==> config.mk <==
export PLATFORM = sky130hd
export DESIGN_NAME = cp0_exc_ctrl
export DESIGN_NICKNAME = d
export VERILOG_FILES = /design/src/rtl/cp0_pkg.sv /design/src/rtl/cp0_timer.sv /design/src/rtl/cp0_exc_ctrl.sv
export SDC_FILE = /design/constraint.sdc
export NUM_CORES = 1
export LEC_CHECK = 0
export ABC_AREA = 1
export BUFFER_PORTS_ARGS = -buffer_cell sky130_fd_sc_hd__buf_2
export CAP_MARGIN = 20
export CORE_ASPECT_RATIO = 1.5
export CORE_MARGIN = 2
export CORE_UTILIZATION = 45
export DETAILED_ROUTE_END_ITERATION = 8
export GPL_TIMING_DRIVEN = 0
export PLACE_DENSITY = 0.71
export RECOVER_POWER = 100
export SETUP_SLACK_MARGIN = 0.3
export SLEW_MARGIN = 15
export SYNTH_ARGS = -nofsm -noshare
export SYNTH_HDL_FRONTEND = slang
export SYNTH_SLANG_ARGS = --single-unit
==> constraint.sdc <==
create_clock -name clk -period 3.98 [get_ports clk]
set_input_delay 0.398 -clock clk [delete_from_list [all_inputs] [get_ports clk]]
set_output_delay 0.398 -clock clk [all_outputs]
set_load 0.005 [all_outputs]
==> src/rtl/cp0_pkg.sv <==
// Shared constants, event record and register packing helpers for the CP0 block.
package cp0_pkg;

   localparam logic [7:0] ADDR_BADVADDR = 8'h40;
   localparam logic [7:0] ADDR_COUNT    = 8'h48;
   localparam logic [7:0] ADDR_COMPARE  = 8'h58;
   localparam logic [7:0] ADDR_STATUS   = 8'h60;
   localparam logic [7:0] ADDR_CAUSE    = 8'h68;
   localparam logic [7:0] ADDR_EPC      = 8'h70;

   localparam logic [4:0] EXC_INT  = 5'd0;
   localparam logic [4:0] EXC_ADEL = 5'd4;
   localparam logic [4:0] EXC_ADES = 5'd5;
   localparam logic [4:0] EXC_SYS  = 5'd8;
   localparam logic [4:0] EXC_BP   = 5'd9;
   localparam logic [4:0] EXC_RI   = 5'd10;
   localparam logic [4:0] EXC_OV   = 5'd12;

   localparam int STATUS_IE  = 0;
   localparam int STATUS_EXL = 1;
   localparam int CAUSE_TI   = 30;

   localparam int FLG_FETCH = 7;
   localparam int FLG_RI    = 6;
   localparam int FLG_OV    = 5;
   localparam int FLG_SYS   = 4;
   localparam int FLG_BRK   = 3;
   localparam int FLG_RADDR = 2;
   localparam int FLG_WADDR = 1;
   localparam int FLG_ERET  = 0;

   typedef struct packed {
      logic       taken;
      logic       eret;
      logic [4:0] code;
      logic       bad_we;
      logic       bad_pc;
   } exc_evt_t;

   function automatic logic [31:0] pack_status(input logic [7:0] im, input logic exl,
                                               input logic ie);
      return {16'h0000, im, 6'b000000, exl, ie};
   endfunction

   function automatic logic [31:0] pack_cause(input logic ti, input logic [7:0] ip,
                                              input logic [4:0] code);
      return {1'b0, ti, 14'h0000, ip, 1'b0, code, 2'b00};
   endfunction

endpackage

==> src/rtl/cp0_timer.sv <==
// COUNT/COMPARE timer: prescaled COUNT increment and the TI match flag.
module cp0_timer
   import cp0_pkg::*;
#(
   parameter int COUNT_DIV = 2
) (
   input  logic        clk,
   input  logic        resetn,
   input  logic        count_we,
   input  logic        compare_we,
   input  logic [31:0] wdata,
   output logic [31:0] count,
   output logic [31:0] compare,
   output logic        ti
);

   localparam int PW = (COUNT_DIV > 1) ? $clog2(COUNT_DIV) : 1;
   localparam logic [PW-1:0] PRE_LAST = PW'(COUNT_DIV - 1);

   logic [PW-1:0] pre_r;
   logic [31:0]   count_r;
   logic [31:0]   compare_r;
   logic          ti_r;
   logic [31:0]   count_inc_s;

   assign count_inc_s = count_r + 32'd1;

   // Prescaler, COUNT, COMPARE and TI; a COMPARE write overrides a same-cycle match.
   always_ff @(posedge clk or negedge resetn) begin
      if (!resetn) begin
         pre_r     <= '0;
         count_r   <= 32'd0;
         compare_r <= 32'd0;
         ti_r      <= 1'b0;
      end else begin
         if (count_we) begin
            count_r <= wdata;
            pre_r   <= '0;
         end else if (pre_r == PRE_LAST) begin
            pre_r   <= '0;
            count_r <= count_inc_s;
            if (count_inc_s == compare_r) begin
               ti_r <= 1'b1;
            end
         end else begin
            pre_r <= pre_r + PW'(1);
         end
         if (compare_we) begin
            compare_r <= wdata;
            ti_r      <= 1'b0;
         end
      end
   end

   assign count   = count_r;
   assign compare = compare_r;
   assign ti      = ti_r;

endmodule

==> src/rtl/cp0_exc_ctrl.sv <==
// Coprocessor-0 register file and precise exception/interrupt controller at WB.
module cp0_exc_ctrl
   import cp0_pkg::*;
#(
   parameter int          HW_INT_N    = 6,
   parameter logic [31:0] EXC_VECTOR  = 32'h0000_0000,
   parameter int          COUNT_DIV   = 2,
   parameter int          SYNC_STAGES = 2
) (
   input  logic                clk,
   input  logic                resetn,
   input  logic                wb_valid,
   input  logic [31:0]         wb_pc,
   input  logic [7:0]          wb_exc_flags,
   input  logic [31:0]         wb_bad_addr,
   input  logic                mtc0,
   input  logic                mfc0,
   input  logic [7:0]          cp0_addr,
   input  logic [31:0]         cp0_wdata,
   output logic [31:0]         cp0_rdata,
   input  logic [HW_INT_N-1:0] hw_int,
   output logic                exc_valid,
   output logic [31:0]         exc_pc,
   output logic                cancel,
   output logic                wb_commit,
   output logic [31:0]         status_o,
   output logic [31:0]         cause_o,
   output logic [31:0]         epc_o
);

   logic [SYNC_STAGES-1:0][HW_INT_N-1:0] sync_r;
   logic [7:0]  im_r;
   logic        exl_r;
   logic        ie_r;
   logic [1:0]  sw_ip_r;
   logic [4:0]  exc_code_r;
   logic [31:0] epc_r;
   logic [31:0] badvaddr_r;

   logic [31:0] count_s;
   logic [31:0] compare_s;
   logic        ti_s;
   logic [5:0]  hw_ip_s;
   logic [7:0]  ip_s;
   logic        int_req_s;
   exc_evt_t    evt_s;
   logic        wr_s;
   logic [31:0] status_s;
   logic [31:0] cause_s;
   logic [31:0] rdata_s;

   // Interrupt line synchroniser chain.
   always_ff @(posedge clk or negedge resetn) begin
      if (!resetn) begin
         sync_r <= '0;
      end else begin
         sync_r[0] <= hw_int;
         for (int i = 1; i < SYNC_STAGES; i++) begin
            sync_r[i] <= sync_r[i-1];
         end
      end
   end

   // Hardware IP bits; IP7 doubles as the timer interrupt.
   always_comb begin
      hw_ip_s                 = 6'b000000;
      hw_ip_s[HW_INT_N-1:0]   = sync_r[SYNC_STAGES-1];
      hw_ip_s[5]              = hw_ip_s[5] | ti_s;
   end

   assign ip_s      = {hw_ip_s, sw_ip_r};
   assign int_req_s = ie_r & ~exl_r & (|(ip_s & im_r));

   // Prioritised event decode for the instruction in WB.
   always_comb begin
      evt_s = '0;
      if (wb_valid) begin
         if (int_req_s) begin
            evt_s.taken = 1'b1;
            evt_s.code  = EXC_INT;
         end else if (wb_exc_flags[FLG_FETCH]) begin
            evt_s.taken  = 1'b1;
            evt_s.code   = EXC_ADEL;
            evt_s.bad_we = 1'b1;
            evt_s.bad_pc = 1'b1;
         end else if (wb_exc_flags[FLG_RI]) begin
            evt_s.taken = 1'b1;
            evt_s.code  = EXC_RI;
         end else if (wb_exc_flags[FLG_OV]) begin
            evt_s.taken = 1'b1;
            evt_s.code  = EXC_OV;
         end else if (wb_exc_flags[FLG_SYS]) begin
            evt_s.taken = 1'b1;
            evt_s.code  = EXC_SYS;
         end else if (wb_exc_flags[FLG_BRK]) begin
            evt_s.taken = 1'b1;
            evt_s.code  = EXC_BP;
         end else if (wb_exc_flags[FLG_RADDR]) begin
            evt_s.taken  = 1'b1;
            evt_s.code   = EXC_ADEL;
            evt_s.bad_we = 1'b1;
         end else if (wb_exc_flags[FLG_WADDR]) begin
            evt_s.taken  = 1'b1;
            evt_s.code   = EXC_ADES;
            evt_s.bad_we = 1'b1;
         end else if (wb_exc_flags[FLG_ERET]) begin
            evt_s.eret = 1'b1;
         end else begin
            evt_s.eret = 1'b0;
         end
      end else begin
         evt_s = '0;
      end
   end

   // A faulting instruction never performs its own MTC0.
   assign wr_s = wb_valid & mtc0 & ~evt_s.taken;

   cp0_timer #(
      .COUNT_DIV (COUNT_DIV)
   ) u_timer (
      .clk        (clk),
      .resetn     (resetn),
      .count_we   (wr_s & (cp0_addr == ADDR_COUNT)),
      .compare_we (wr_s & (cp0_addr == ADDR_COMPARE)),
      .wdata      (cp0_wdata),
      .count      (count_s),
      .compare    (compare_s),
      .ti         (ti_s)
   );

   // STATUS/CAUSE/EPC/BADVADDR update: exception entry, MTC0, then ERET.
   always_ff @(posedge clk or negedge resetn) begin
      if (!resetn) begin
         im_r       <= 8'h00;
         exl_r      <= 1'b0;
         ie_r       <= 1'b0;
         sw_ip_r    <= 2'b00;
         exc_code_r <= 5'd0;
         epc_r      <= 32'd0;
         badvaddr_r <= 32'd0;
      end else if (evt_s.taken) begin
         exc_code_r <= evt_s.code;
         exl_r      <= 1'b1;
         if (!exl_r) begin
            epc_r <= wb_pc;
         end
         if (evt_s.bad_we) begin
            badvaddr_r <= evt_s.bad_pc ? wb_pc : wb_bad_addr;
         end
      end else begin
         if (wr_s) begin
            case (cp0_addr)
               ADDR_STATUS: begin
                  im_r  <= cp0_wdata[15:8];
                  exl_r <= cp0_wdata[STATUS_EXL];
                  ie_r  <= cp0_wdata[STATUS_IE];
               end
               ADDR_CAUSE: sw_ip_r <= cp0_wdata[9:8];
               ADDR_EPC:   epc_r   <= cp0_wdata;
               default:    ;
            endcase
         end
         if (evt_s.eret) begin
            exl_r <= 1'b0;
         end
      end
   end

   assign status_s = pack_status(im_r, exl_r, ie_r);
   assign cause_s  = pack_cause(ti_s, ip_s, exc_code_r);

   // MFC0 read mux.
   always_comb begin
      rdata_s = 32'd0;
      if (mfc0) begin
         case (cp0_addr)
            ADDR_BADVADDR: rdata_s = badvaddr_r;
            ADDR_COUNT:    rdata_s = count_s;
            ADDR_COMPARE:  rdata_s = compare_s;
            ADDR_STATUS:   rdata_s = status_s;
            ADDR_CAUSE:    rdata_s = cause_s;
            ADDR_EPC:      rdata_s = epc_r;
            default:       rdata_s = 32'd0;
         endcase
      end else begin
         rdata_s = 32'd0;
      end
   end

   assign cp0_rdata = rdata_s;
   assign exc_valid = resetn & (evt_s.taken | evt_s.eret);
   assign cancel    = exc_valid;
   assign exc_pc    = evt_s.taken ? EXC_VECTOR : epc_r;
   assign wb_commit = resetn & wb_valid & ~evt_s.taken;
   assign status_o  = status_s;
   assign cause_o   = cause_s;
   assign epc_o     = epc_r;

endmodule
==> results.ini <==
[status]
status = complete, but fails checks
violations = capacitance limit, slew limit

[worst_setup_path]
rr_worst_depth = 9
crit_chain = or2_0, nand2_1, nand3_1, nand2_1, nand2_1, nand2_1, inv_2, clkbuf_2, clkbuf_2, nor2_1, clkbuf_1
crit_arrival_ns = 3.28
crit_fanout = 10
timing.rr.end = u_timer.count[15]$_DFFE_PN0N_
cpMostUsedCell = nand2_1
rr_startpoint = u_timer.ti$_DFFE_PN0P_
critPathLaunchType = flop
required_ns = 3.58
critPathCaptureType = primary output
rrSetupSlack_ns = 0.39
critPathKind = flop to primary output
critPathMaxStageDelay_ns = 0.62
crit_slowest_cell = dfrtp_1

[synth]
yosys_most_used_dff = dfrtp_1
async_flop_share_pct = 100.0
ys_types = 42
synth-edff-count = 0
synth_most_common_cell = nand2_1
synth-seq-cells = 158
synth_area_leaders = dfrtp_1 39%, nand2_1 15%, inv_1 7.6%
synth_top_area_cell = dfrtp_1
yosysWarnings = 0
synth_top_area_share_pct = 39.29
postSynthAreaPerCell_um2 = 7.082
syn_inst = 1421
syn_area_um2 = 10060
yosysSeqAreaShare_pct = 39.29
synthTopCellsByCount = 395 x nand2_1, 203 x inv_1, 158 x dfrtp_1

[power_and_ir_drop]
seqPwrFrac_pct = 42.5
p_per_area_nw_per_um2 = 349.3
power_frac_comb_pct = 14.5
clock_power_share_pct = 43.0
vdd_drop_max_mv = 0.3155
internal-power_mw = 3.088
swShare_pct = 28.33
p_leak_nw = 6.073
p_sw_mw = 1.221
p_total_mw = 4.308

[run]
drv_cap = 2

[sta]
rsz0062_at_grt = no
final_max_slew_viol_count = 86
hold_violations = 0
fin_skew_ns = 0.01080
max_slew.worst_pin.slew_ns = 2.251
slew-limit-headroom_pct = -50.06
max_freq_mhz = 272.1
setup_viol = 0
min_period_ns = 3.675
timing.final.crit_share_pct = 92.33

[clocking]
cts_made_buffers = 17
clk_pin_slew_ns = 0.07
cts_buffer_depth = 2
post_cts_buffers = 0
htree_num_levels = 4
cts-root-buf = clkbuf_16
cts_tree = yes
cts.sinks = 158
insertion_delay_ns = 0.45

[finish]
syn2layout_area_growth_pct = 22.57
drive_gt1_share_pct = 16.79
post-route-util_pct = 55.73
fill_cells = 2302
diodes = 0
nets = 1851

[global_routing]
grt.overflow.total = 0
grt_pass1_vias = 10766
met1_usage_pct = 39.43
grt_max_degree = 86
grt_pass1_wl_um = 60260
antenna_found_initial = 0
busiest_layer = met2
grt_usage_pct = 33.67
grt.met2_usage_pct = 59.35
use_met3_pct = 4.834

[routing]
wl_um = 39990
via_count = 11041
ant_nets = 0
wire_per_inst_um = 19.84
drtIter0Drc = 712
vias_per_cell = 5.479
drc = 0
first_pass_iters = 6

[floorplan]
die_h_um = 187.2
initial_core_util_pct = 45.47
die_x_um = 126.1
pin_count = 286
core.rowCount = 67
dieArea_um2 = 23600
coreArea_um2 = 22130

[hold_path]
whs_path_depth = 1
hold_end = sync_r[5]$_DFF_PN0_
hold_start = hw_int[5]
hold_path_class = primary input to flop

[placed_design]
portBuffers = 244
dp_hpwl_um = 31420
gp_congestion = 0.9713

[layout make-up]
cell class | count | area [µm²] | share of cell area [%]
Multi-Input combinational cell | 986 | 4836 | 39.21
Sequential cell | 158 | 3954 | 32.06
Timing Repair Buffer | 246 | 1167 | 9.464
Inverter | 208 | 780.7 | 6.330
Buffer | 109 | 605.6 | 4.910
Clock buffer | 19 | 432.9 | 3.510
Tap cell | 276 | 345.3 | 2.800
Clock inverter | 13 | 212.7 | 1.724
[per-layer routing]
metal | share of wire [%] | wire length, µm
met2 | 51 | 20520
met1 | 38 | 15190
met5 | 0 | 0
met4 | 5.4 | 2150
met3 | 5.3 | 2128
[registers in the layout (all words and copies together), names as in the netlist]
signal and flops:
ie_r 1, u_timer.compare 32, epc_o 32, u_timer.ti 1, im_r 8, badvaddr_r 32
exc_code_r 4, u_timer.count 32, u_timer.pre_r 1, sw_ip_r 2, sync_r 7, cause_o 5
exl_r 1
[per-stage QoR]
step	TNS [ns]	worst slack, ns	hold WS [ns]	area (µm²)	cells
finish	0	0.3053	0.05163	12330	2015
CTS	0	0.5287	0.04116	12470	2015
floorplan	0	1.928	0.1024	10210	1461
global placement	-5.083	-0.4017	0.3327	11780	1981
global route	0	0.2202	0.03987	12330	2015
detailed placement	0	0.9869	0.3355	11820	1982
[cell usage in the layout (no fill, tap or decap), drive strengths merged, types with 2 or more instances in the layout]
| master | netlist | routed |
|---|---|---|
| o22ai | 36 | 36 |
| a21oi | 19 | 19 |
| inv | 207 | 209 |
| nand3 | 73 | 73 |
| conb | 1 | 41 |
| buf | 70 | 212 |
| o21ai | 144 | 144 |
| xnor3 | 5 | 5 |
| a41oi | 8 | 8 |
| nand2 | 407 | 407 |
| nand4 | 3 | 3 |
| a211oi | 3 | 3 |
| a31oi | 2 | 2 |
| a221oi | 18 | 18 |
| and2 | 2 | 2 |
| nor3 | 4 | 4 |
| clkbuf | 39 | 161 |
| clkinvlp | 0 | 3 |
| clkinv | 1 | 4 |
| nor2 | 140 | 140 |
| bufinv | 0 | 5 |
| o211ai | 42 | 42 |
| o221ai | 23 | 23 |
| dfrtp | 158 | 158 |
| xor2 | 7 | 7 |
| ha | 2 | 2 |
[worst max-delay path, delay by kind of cell (launching register included)]
family                 cells  cell delay [ns]
buffers and inverters      4             1.10
DFF                        1             0.62
and+or+nand+nor            7             1.09
[repair_timing]
item	4_1_cts	5_1_grt
hold buffers	1	0
gates resized for setup	0	0
endpoints found under the hold margin	73	0
[worst max path at each step]
stage	startpoint	to	slack, ns
after floorplan	cp0_addr[6]	cp0_rdata[15]	1.93
after global placement	resetn	exc_valid	-0.40
after detailed placement	cp0_addr[1]	cp0_rdata[7]	0.99
after CTS	u_timer.ti$_DFFE_PN0P_	exc_pc[28]	0.53
after global routing	u_timer.ti$_DFFE_PN0P_	exc_pc[26]	0.22
final	u_timer.ti$_DFFE_PN0P_	exc_pc[26]	0.31
[logic make-up (layout without fill, tap and decap cells)]
| logic type | after synthesis | after routing | synth area share, % |
|---|---|---|---|
| compound gates | 298 | 298 | 18.53 |
| xor+xnor | 13 | 13 | 1.815 |
| flops | 158 | 158 | 39.29 |
| other cells | 1 | 41 | 0.03726 |
| simple gates | 632 | 632 | 26.16 |
| fa+ha+maj | 2 | 2 | 0.2486 |
| buf+inv | 317 | 595 | 13.93 |
[power groups by stage]
stage               registers, mW  logic, mW  clock network [mW]
CTS                          1.83      0.642                1.86
global route                 1.84      0.696                1.92
global placement             1.86      0.625                   0
floorplan                    1.83      0.329                   0
detailed placement           1.86      0.637                   0
finish                       1.83      0.626                1.85
Note: power is estimated with default switching activity, not from simulation.
